$ cat src/rtl/uart_pkg.sv
// Shared types for the UART result path: serializer state encoding and
// word-to-byte sizing helper.
package uart_pkg;

   typedef enum logic [2:0] {
      IDLE,
      FETCH,
      CAPTURE,
      SEND,
      GUARD,
      WAITTX,
      DONE
   } tx_ser_state_t;

   function automatic int bytes_per_word(input int width, input int uart_width);
      return (width + uart_width - 1) / uart_width;
   endfunction

endpackage

$ cat src/rtl/dmem_tx_serializer_if.sv
// Data-memory read port and UART transmitter handshake seen by the serializer.
interface dmem_tx_serializer_if #(
   parameter int ADDR_WIDTH      = 12,
   parameter int MEM_WORD_LENGTH = 48,
   parameter int UART_WIDTH      = 8
);
   logic [ADDR_WIDTH-1:0]      mem_address;
   logic [MEM_WORD_LENGTH-1:0] dataFromMem;
   logic                       txByteReady;
   logic                       txByteStart;
   logic [UART_WIDTH-1:0]      byteForTx;

   modport master (
      output mem_address, txByteStart, byteForTx,
      input  dataFromMem, txByteReady
   );

   modport slave (
      input  mem_address, txByteStart, byteForTx,
      output dataFromMem, txByteReady
   );
endinterface

$ cat src/rtl/dmem_tx_serializer.sv
// Streams an inclusive range of data-memory words to the UART, LSB byte first,
// and holds done once the last byte has left and the UART is ready again.
//
// state   | meaning
// IDLE    | waiting for txStartN low
// FETCH   | RAM samples mem_address
// CAPTURE | load read word into shift register, clear byte counter
// SEND    | present low byte, pulse txByteStart when UART ready
// GUARD   | ignore ready for one cycle while the UART drops it
// WAITTX  | wait for UART ready, then next byte / next word / finish
// DONE    | range complete, done held until restart or reset
module dmem_tx_serializer
   import uart_pkg::*;
#(
   parameter  int MEM_WORD_LENGTH = 48,
   parameter  int MEM_DEPTH       = 4096,
   parameter  int UART_WIDTH      = 8,
   localparam int ADDR_WIDTH      = $clog2(MEM_DEPTH)
) (
   input  logic                  clk,
   input  logic                  rstN,
   input  logic                  txStartN,
   input  logic [ADDR_WIDTH-1:0] start_addr,
   input  logic [ADDR_WIDTH-1:0] end_addr,
   dmem_tx_serializer_if.master  bus,
   output logic                  busy,
   output logic                  done
);

   localparam int NB = bytes_per_word(MEM_WORD_LENGTH, UART_WIDTH);
   localparam int SW = NB * UART_WIDTH;
   localparam int CW = $clog2(NB + 1);
   localparam logic [CW-1:0] NB_C = CW'(NB);

   tx_ser_state_t state, state_nxt;

   logic [ADDR_WIDTH-1:0] addr_q;
   logic [ADDR_WIDTH-1:0] end_q;
   logic [SW-1:0]         shift_q;
   logic [CW-1:0]         cnt_q;

   logic start_hit;
   logic range_empty;
   logic send_hit;
   logic word_done;
   logic last_word;

   assign range_empty = end_addr < start_addr;
   assign start_hit   = (state == IDLE || state == DONE) && !txStartN;
   assign send_hit    = (state == SEND) && bus.txByteReady;
   assign word_done   = cnt_q >= NB_C;
   assign last_word   = addr_q == end_q;

   always_ff @(posedge clk) begin
      if (!rstN) state <= IDLE;
      else       state <= state_nxt;
   end

   always_comb begin
      state_nxt = state;
      unique case (state)
         IDLE, DONE: if (!txStartN) state_nxt = range_empty ? DONE : FETCH;
         FETCH:      state_nxt = CAPTURE;
         CAPTURE:    state_nxt = SEND;
         SEND:       if (bus.txByteReady) state_nxt = GUARD;
         GUARD:      state_nxt = WAITTX;
         WAITTX: begin
            if (bus.txByteReady) begin
               if (!word_done)     state_nxt = SEND;
               else if (last_word) state_nxt = DONE;
               else                state_nxt = FETCH;
            end
         end
         default:    state_nxt = IDLE;
      endcase
   end

   always_ff @(posedge clk) begin
      if (!rstN) begin
         addr_q  <= '0;
         end_q   <= '0;
         shift_q <= '0;
         cnt_q   <= '0;
      end else begin
         if (start_hit && !range_empty) begin
            addr_q <= start_addr;
            end_q  <= end_addr;
         end
         if (state == CAPTURE) begin
            shift_q <= SW'(bus.dataFromMem);
            cnt_q   <= '0;
         end
         if (send_hit) begin
            shift_q <= shift_q >> UART_WIDTH;
            cnt_q   <= cnt_q + 1'b1;
         end
         // address only advances while below the latched end, so it never wraps
         if (state == WAITTX && bus.txByteReady && word_done && !last_word)
            addr_q <= addr_q + 1'b1;
      end
   end

   assign bus.mem_address = addr_q;
   assign bus.byteForTx   = shift_q[UART_WIDTH-1:0];
   // gated by rstN so a reset cycle landing in SEND never emits a request
   assign bus.txByteStart = send_hit && rstN;
   assign busy            = (state != IDLE) && (state != DONE);
   assign done            = state == DONE;

endmodule

$ cat src/flat_wrapper.sv
// flat-port wrapper written by rule: the top's interface ports become plain ports
module dmem_tx_serializer_flat import uart_pkg::*;
#(
   parameter  int MEM_WORD_LENGTH = 48,
   parameter  int MEM_DEPTH       = 4096,
   parameter  int UART_WIDTH      = 8,
   localparam int ADDR_WIDTH      = $clog2(MEM_DEPTH)
)
  (clk, rstN, txStartN, start_addr, end_addr, busy, done, bus_mem_address, bus_txByteStart, bus_byteForTx, bus_dataFromMem, bus_txByteReady);
  dmem_tx_serializer_if #(.ADDR_WIDTH((12)), .MEM_WORD_LENGTH(MEM_WORD_LENGTH), .UART_WIDTH(UART_WIDTH)) bus_i ();
  input  logic clk;
  input  logic rstN;
  input  logic txStartN;
  input  logic [ADDR_WIDTH-1:0] start_addr;
  input  logic [ADDR_WIDTH-1:0] end_addr;
  output logic busy;
  output logic done;
  output wire logic [$bits(bus_i.mem_address)-1:0] bus_mem_address;
  output wire logic [$bits(bus_i.txByteStart)-1:0] bus_txByteStart;
  output wire logic [$bits(bus_i.byteForTx)-1:0] bus_byteForTx;
  input wire logic [$bits(bus_i.dataFromMem)-1:0] bus_dataFromMem;
  input wire logic [$bits(bus_i.txByteReady)-1:0] bus_txByteReady;
  assign bus_mem_address = bus_i.mem_address;
  assign bus_txByteStart = bus_i.txByteStart;
  assign bus_byteForTx = bus_i.byteForTx;
  assign bus_i.dataFromMem = bus_dataFromMem;
  assign bus_i.txByteReady = bus_txByteReady;
  dmem_tx_serializer #(.MEM_WORD_LENGTH(MEM_WORD_LENGTH), .MEM_DEPTH(MEM_DEPTH), .UART_WIDTH(UART_WIDTH)) u_core (.clk(clk), .rstN(rstN), .txStartN(txStartN), .start_addr(start_addr), .end_addr(end_addr), .bus(bus_i), .busy(busy), .done(done));
endmodule
$ cat config.mk
export PLATFORM = sky130hd
export DESIGN_NAME = dmem_tx_serializer_flat
export DESIGN_NICKNAME = d
export VERILOG_FILES = /design/src/rtl/uart_pkg.sv /design/src/rtl/dmem_tx_serializer_if.sv /design/src/rtl/dmem_tx_serializer.sv /design/src/flat_wrapper.sv
export SDC_FILE = /design/constraint.sdc
export NUM_CORES = 1
export LEC_CHECK = 0
export CAP_MARGIN = 20
export CORE_ASPECT_RATIO = 1.5
export CORE_MARGIN = 3
export CORE_UTILIZATION = 30
export CTS_BUF_LIST = sky130_fd_sc_hd__clkbuf_8 sky130_fd_sc_hd__clkbuf_16
export DETAILED_ROUTE_END_ITERATION = 16
export GPL_TIMING_DRIVEN = 0
export PLACE_DENSITY = 0.5
export SLEW_MARGIN = 20
export SYNTH_ARGS = -nofsm -noshare
export SYNTH_HDL_FRONTEND = slang
export SYNTH_SLANG_ARGS = --single-unit
$ cat constraint.sdc
create_clock -name clk -period 5.7 [get_ports clk]
set_input_delay 0.855 -clock clk [delete_from_list [all_inputs] [get_ports clk]]
set_output_delay 0.855 -clock clk [all_outputs]
set_load 0.1 [all_outputs]
==> summary by stage, run 1 <==
Placed design
The worst slack at placement is 0.907 ns. At the end of routability-driven placement, the weighted congestion stood at 0.848. Once detailed placement completed, the half-perimeter wirelength came to 9680 um. The count of buffers inserted at the top-level ports is 97.

Yosys
The cell count after synthesis is 465. The mapped cell area is 0.00403 sq mm. In this run, synthesis produced a sequential element count of 78.

The number of synthesized flops with an enable pin is 0. The unique cell type count in the Yosys netlist is 45. Each instance of the synthesized netlist takes up on average 8.66 sq um. The share of the Yosys chip area taken by registers is 0.388. The number of nets handed over by synthesis was 554. After synthesis, the share of flip-flops with an asynchronous set or reset is 0. The most instantiated flip-flop cell in the synthesis netlist is sky130_fd_sc_hd__dfxtp_1. Yosys printed 0 warnings.

Die
The number of standard-cell rows in the floorplan is 51. The initial core utilization is 0.308. The floorplan step defined a die boundary enclosing 0.0149 sq mm. The top-level I/O count is 99.

After floorplanning, the core was sized to cover 0.0131 sq mm. The height of the chip is 148 um. The x dimension of the die is 101 um.

Routing
The post-detailed-route via-to-cell ratio is 5.06. After detailed routing, the average wire length per cell comes to 16.6 um. The count of nets left with antenna violations after detail routing is 0. For this block, the routed nets add up to 12200 um of wire. Summing over every cut layer, the via total after detailed routing is 3723.

The number of remaining DRC errors is 0. The detailed router's first-iteration violation count is 245. The number of detailed-routing iterations run before antenna repair is 4.

CTS
The post-CTS setup-driven buffer insertion count is 0. The number of hold buffers added after cts is 0. The source-to-sink clock delay at the later pin of the worst-skew pair is 0.34 ns. TritonCTS built the clock tree.

The maximum level of the CTS H-tree is 3. The cell sitting at the root of the clock tree is a sky130_fd_sc_hd__clkbuf_16. Gates resized during post-CTS repair numbered 0. The TritonCTS buffer count is 9. In this run the deepest clock path goes through 2 buffers. After clock tree synthesis, the clock-pin slew on the worst setup and hold paths is 0.06 ns. The number of sinks driven by the clock tree is 78.

Setup path
The critical path goes through clkdlybuf4s50_1 > nand2_1 > nor2_1 > clkbuf_1 > clkbuf_1 > and2_1 > clkdlybuf4s50_1. Tracing the worst setup path back leads to its startpoint at bus_txByteReady. Among all stages on the critical path, the largest delay is contributed by sky130_fd_sc_hd__clkdlybuf4s50_1. STA classifies the critical path endpoint as a primary output. STA classifies the critical path startpoint as an input port. At the worst endpoint, the required time is 4.85 ns. The delay of the slowest critical-path stage is 1.13 ns.

The type of the worst setup path is in -> out. The worst flop-to-flop path startpoint is u_core.bus.mem_address[4]. Along the worst path, the maximum fanout reaches 10. The arrival time of the worst setup path is 3.88 ns.

Power and ir drop
The share of total power dissipated in the clock network is 0.320. Of the total power, combinational logic draws 0.341. For this design the total switching power over the nets is 754 uW.

For this design the static power due to leakage is 2.22 nW. Of the total power, registers draw 0.339. The peak supply drop is 0.166 mV. Dividing total power by cell area gives a power density of 372 mW/mm^2. The design internal power is 1.31 mW. Of the total power, the share spent switching nets is 0.366.

GRT
The number of antenna violations at the first check in global routing was 0. The total grt overflow is 0. The first-pass GRT wire length is 19400 um.

The global routing usage summed across all routing layers is 0.167. Entering global routing, the biggest net connects 14 pins. The number of global-route vias before repair is 3760.

Timing
The number of hold violations in the final report came to 0. For the final routed database, the setup TNS stands at 0 ns. Based on the critical path, the design can be clocked at up to 211 MHz. Setup violations remaining at the end of the flow were counted as 0. The measured slew at the worst slew-check pin is 0.975 ns.

After layout, the worst setup slack is 0.968 ns. Setup repair after global routing left no endpoint under its margin. Measured against its own limit, the worst slew margin works out to 0.348.

The final setup skew is 0.00961 ns. The final count of pins violating max slew was 0. The ratio of final minimum period to clock period is 0.830. Subtracting the final worst setup slack from the clock period gives 4.73 ns.

Layout
The repair_antennas step left the layout with diodes totalling 0. Leaving out fill and tap cells, the most frequent cell in the layout is sky130_fd_sc_hd__clkdlybuf4s50_1. The share of post-route cells with drive strength above 1 is 0.0589. The count of fill cells added during filler insertion is 1304.

The final standard cell utilization of the core is 0.423. The signed area change from the synthesized netlist to the final layout is 37.4%. The net count of the finished layout is 662. In the layout the commonest cells are 97 x sky130_fd_sc_hd__clkdlybuf4s50_1, 85 x sky130_fd_sc_hd__nand2_1, 78 x sky130_fd_sc_hd__dfxtp_1.

Outcome
The flow ran to the end, and the final reports show no timing, DRC or antenna violations.

Hold path
The worst hold path begins at u_core.shift_q[43]. The type of the worst min-delay path is reg -> reg.

Flow run
The number of max-capacitance violations reported is 0.
[flip-flops by register name, summed over array words and instances, names as in the netlist]
| register | count |
|---|---|
| u_core.bus.mem_address | 12 |
| u_core.cnt_q | 3 |
| u_core.end_q | 12 |
| u_core.shift_q | 48 |
| u_core.state | 3 |
[path summary, 6_finish.rpt]
kind	to	cells after the start	slack, ns
worst min-delay path	u_core.shift_q[43]	2	0.46
worst max register to register	u_core.bus.mem_address[4]	7	3.29
worst max-delay path	bus_txByteStart	7	0.97
worst min register to register	u_core.shift_q[43]	2	0.46
[synth_stat cells (2+ instances only)]
cell type	count	share of area
sky130_fd_sc_hd__nor4_1	4	0.0062
sky130_fd_sc_hd__o211a_1	7	0.017
sky130_fd_sc_hd__nor3_1	2	0.0025
sky130_fd_sc_hd__buf_6	2	0.0056
sky130_fd_sc_hd__ha_1	13	0.040
sky130_fd_sc_hd__o211ai_1	4	0.0075
sky130_fd_sc_hd__nand3_1	15	0.019
sky130_fd_sc_hd__buf_2	2	0.0025
sky130_fd_sc_hd__buf_4	9	0.017
sky130_fd_sc_hd__o2bb2ai_1	9	0.020
sky130_fd_sc_hd__a21oi_1	19	0.024
sky130_fd_sc_hd__nor2_1	15	0.014
sky130_fd_sc_hd__o32ai_1	9	0.020
sky130_fd_sc_hd__nand4_1	3	0.0047
sky130_fd_sc_hd__a22oi_1	34	0.063
sky130_fd_sc_hd__xor2_1	12	0.026
sky130_fd_sc_hd__clkbuf_1	25	0.023
sky130_fd_sc_hd__o31a_1	2	0.0043
sky130_fd_sc_hd__nand2b_1	2	0.0031
sky130_fd_sc_hd__nor2b_1	16	0.025
sky130_fd_sc_hd__inv_1	17	0.016
sky130_fd_sc_hd__a21boi_0	34	0.063
sky130_fd_sc_hd__nand2_1	85	0.079
sky130_fd_sc_hd__and3_1	2	0.0031
sky130_fd_sc_hd__o21ai_0	4	0.0050
sky130_fd_sc_hd__dfxtp_1	78	0.39
sky130_fd_sc_hd__mux2i_1	22	0.055
sky130_fd_sc_hd__or3_1	2	0.0031
[kinds of logic (layout without fill, tap and decap cells)]
family / count (synthesis) / count (layout) / synth area share
buf+inv: 56 / 168 / 0.0649
compound gates: 131 / 131 / 0.253
flops: 78 / 78 / 0.388
fa+ha+maj: 13 / 13 / 0.0404
mux: 22 / 22 / 0.0547
xor+xnor: 13 / 13 / 0.0283
simple gates: 152 / 152 / 0.171
[worst max-delay path, delay by kind of cell]
kind | cells | cell delay [ns]
and+or+nand+nor | 3 | 0.47
buffers and inverters | 4 | 2.55
[routing by layer]
metal  global-route usage  routed length, um
met1                0.181               4800
met2                0.308               6500
met3               0.0420                654
met4               0.0573                250
met5                    0                  0
[cell type report]
| cell class | count | area [sq um] | share of cell area |
|---|---|---|---|
| Inverter | 17 | 63.8 | 0.0115 |
| Clock buffer | 9 | 225 | 0.0407 |
| Clock inverter | 6 | 111 | 0.0201 |
| Buffer | 39 | 198 | 0.0357 |
| Timing Repair Buffer | 97 | 971 | 0.175 |
| Sequential cell | 78 | 1560 | 0.282 |
| Multi-Input combinational cell | 331 | 2200 | 0.398 |
| Tap cell | 159 | 199 | 0.0359 |
[power by group through the flow]
stage	sequential, mW	clock (mW)	combinational (mW)
finish	0.698	0.659	0.703
global route	0.707	0.696	0.768
CTS	0.697	0.672	0.712
detailed placement	0.709	0	0.710
global placement	0.706	0	0.704
floorplan	0.749	0	0.450
[stage by stage]
stage                     instances  instance area (sq um)  total power [mW]  hold slack, ns
after floorplan                 465                   4030              1.20           0.436
after global placement          721                   5200              1.41           0.443
after detailed placement        721                   5200              1.42           0.449
after CTS                       736                   5530              2.08           0.457
after global routing            736                   5530              2.17           0.475
final                           736                   5530              2.06           0.457
No activity file was read; power rests on OpenSTA's default activity.
==> run 2, diff against run 1 <==
==> constraint.sdc (replaced) <==
create_clock -name clk -period 4.64 [get_ports clk]
set_input_delay 0.696 -clock clk [delete_from_list [all_inputs] [get_ports clk]]
set_output_delay 0.696 -clock clk [all_outputs]
set_load 0.1 [all_outputs]
==> summary by stage, run 2 (synthesis gave the netlist of run 1 again) <==
Outcome
The run finished with clean final reports.

Placed design
The count of buffers inserted at the top-level ports is 97. The wire-length estimate of the detail-placed layout is 9680 um. Before CTS, the worst setup slack after placement is 0.165 ns. The global placement routability congestion is 0.848.

Layout
In the final layout, the share of cells above drive strength 1 is 0.0589. From synthesis to final layout, the design area changed by 37.5%. The most flop-heavy register is u_core.shift_q.

The number of antenna diodes in the final layout is 0. The most common cell after layout, fill and taps aside is sky130_fd_sc_hd__clkdlybuf4s50_1. At the end of the flow, the number of nets in the layout was 662. Leaving out fill and tap cells, the most frequent cells in the layout are 96 x sky130_fd_sc_hd__clkdlybuf4s50_1, 85 x sky130_fd_sc_hd__nand2_1, 78 x sky130_fd_sc_hd__dfxtp_1. The register with the most flip-flops in the layout has 48 of them.

Timing
For this run, the top clock speed supported by timing is 248 MHz. The final setup TNS is 0 ns. The relative slew slack is 0.348. The number of hold violations in the final report is 0.

Clock skew on the completed layout was measured at 0.00962 ns. The minimum clock period after layout is 4.02 ns. Setup repair after global routing left no endpoint under its margin.

In the finished design, the share of the clock period the worst path needs comes to 0.867. The final count of pins violating max slew was 0. The measured slew at the worst slew-check pin is 0.975 ns. The total setup violations reported at the end of the flow is 0.

In the post-route analysis, the smallest setup slack over all paths is 0.615 ns.

CTS
The clock-pin slew reported for the worst setup and hold paths after clock tree synthesis is 0.06 ns. Buffers added to address setup during post-CTS repair amount to 0. The number of sinks driven by the clock tree is 78. The clock tree buffer depth is 2. TritonCTS built the clock tree. The number of hold buffers added after cts is 0.

The TritonCTS buffer count is 9. CTS placed an instance of sky130_fd_sc_hd__clkbuf_16 at the clock tree root. The maximum level of the CTS H-tree is 3. The source-to-sink clock delay at the later pin of the worst-skew pair is 0.34 ns. The number of gates resized after cts is 0.

Power and ir drop
The share of total power dissipated in the clock network is 0.320. The switching power summed over all nets is 926 uW. The leakage dissipation is 2.24 nW. The switching power as a share of total power is 0.366. The peak supply drop is 0.204 mV. Of the total power, registers draw 0.339. The total power per unit cell area is 457 mW/mm^2. The internal power of the cells totals 1.60 mW. The share of total power dissipated in combinational logic is 0.341.

Setup path
The worst-path maximum fanout is 10. The most numerous cell on the critical path is sky130_fd_sc_hd__clkbuf_1. Broken down by cell family, the worst path's largest delay share belongs to buffers and inverters. The largest single stage delay on the critical path is 0.74 ns.

The signal on the critical path passes through clkdlybuf4s50_1 > nand2_1 > nor2_1 > clkbuf_1 > clkbuf_1 > and2_1 > dlymetal6s2s_1. The cell at the slowest stage of the critical path is sky130_fd_sc_hd__dlymetal6s2s_1. The worst path required time is 3.94 ns.

The kind of start point of the critical path is an input port. The critical path contains buffers and inverters numbering 4 combined. The critical path capture point type is a primary output.

The path depth of the worst reg2reg path is 7. The arrival time of the worst setup path is 3.33 ns. The critical path depth in cells is 7.

The setup path with the least slack is of type in -> out.

Die
From bottom edge to top edge, the die measures 148 um. The floorplan step set the die width to 101 um. The number of standard-cell rows in the floorplan is 51. The top-level I/O count is 99. The initial core utilization is 0.308. The area of the placeable core is 0.0131 sq mm. The die area is 0.0149 sq mm.

Routing
The wire length after detailed routing is 12200 um. The routed wire length per instance is 16.6 um. The detailed router's first-iteration violation count is 245.

The total number of vias is 3737. The pre-antenna-repair detailed-routing pass consisted of 4 iterations. After detailed routing, the number of remaining DRC violations is 0. The detail route stage leaves a number of antenna-violating nets equal to 0. In the routed layout, each cell is associated on average with a via count of 5.08.

GRT
The first-pass GRT wire length is 19400 um. The number of antenna violations at the first check in global routing is 0. The number of global-route vias before repair is 3760. The total grt overflow is 0.

The maximum number of pins on one net before global-route repair is 14. The global routing usage summed across all routing layers is 0.167.

Hold path
The cell count of the worst hold path is 2. The tightest min-delay check is of the reg -> reg type.

Flow run
Across the run, the number of max-cap violations was 0.
==> run 2: cell types whose count changed in the layout (fill, tap and decap cells not counted) <==
cell,change
sky130_fd_sc_hd__dlymetal6s2s_1,+1
sky130_fd_sc_hd__clkdlybuf4s50_1,-1
==> run 2: final cells by class <==
class | count | area (sq um)
fill | 1305 | 7540
multi-input combinational | 331 | 2200
sequential | 78 | 1560
timing repair buffer | 97 | 973
clock buffer | 9 | 225
tap | 159 | 199
buffer | 39 | 198
clock inverter | 6 | 111
inverter | 17 | 63.8
==> run 2: final timing paths <==
kind	from	to	slack (ns)
setup reg to reg	u_core.bus.mem_address[4]	u_core.bus.mem_address[4]	2.22
setup / recovery	bus_txByteReady	bus_txByteStart	0.62
hold reg to reg	u_core.shift_q[43]	u_core.shift_q[43]	0.46
hold / removal	u_core.shift_q[43]	u_core.shift_q[43]	0.46
==> run 2: worst reg2reg max path: cells and delay by family (launching register included) <==
family / cells / cell delay (ns)
xor+xnor: 1 / 0.15
buf+inv: 1 / 0.35
simple gates: 3 / 0.97
compound gates: 1 / 0.09
mux: 1 / 0.25
flops: 1 / 0.51
==> run 2: metrics by stage <==
stage               total power, mW  utilization  instance area (sq um)  cells  hold WS [ns]
floorplan                      1.47            -                   4030    465         0.436
global placement               1.73        0.397                   5200    721         0.443
detailed placement             1.74        0.397                   5200    721         0.449
CTS                            2.56        0.423                   5530    736         0.457
global route                   2.67        0.423                   5540    736         0.475
finish                         2.53        0.423                   5540    736         0.457
==> run 2: power groups by stage <==
stage / combinational, mW / clock (mW) / sequential [mW]
finish: 0.863 / 0.809 / 0.857
global route: 0.944 / 0.856 / 0.868
CTS: 0.874 / 0.825 / 0.856
detailed placement: 0.873 / 0 / 0.871
global placement: 0.865 / 0 / 0.867
floorplan: 0.553 / 0 / 0.920
==> run 2: metal layers <==
metal	up-vias	GRT usage	wire [um]
met5	-	0	0
met4	0	0.0573	272
met3	18	0.0420	686
met2	126	0.308	6480
met1	1723	0.181	4770
li1	1870	-	-
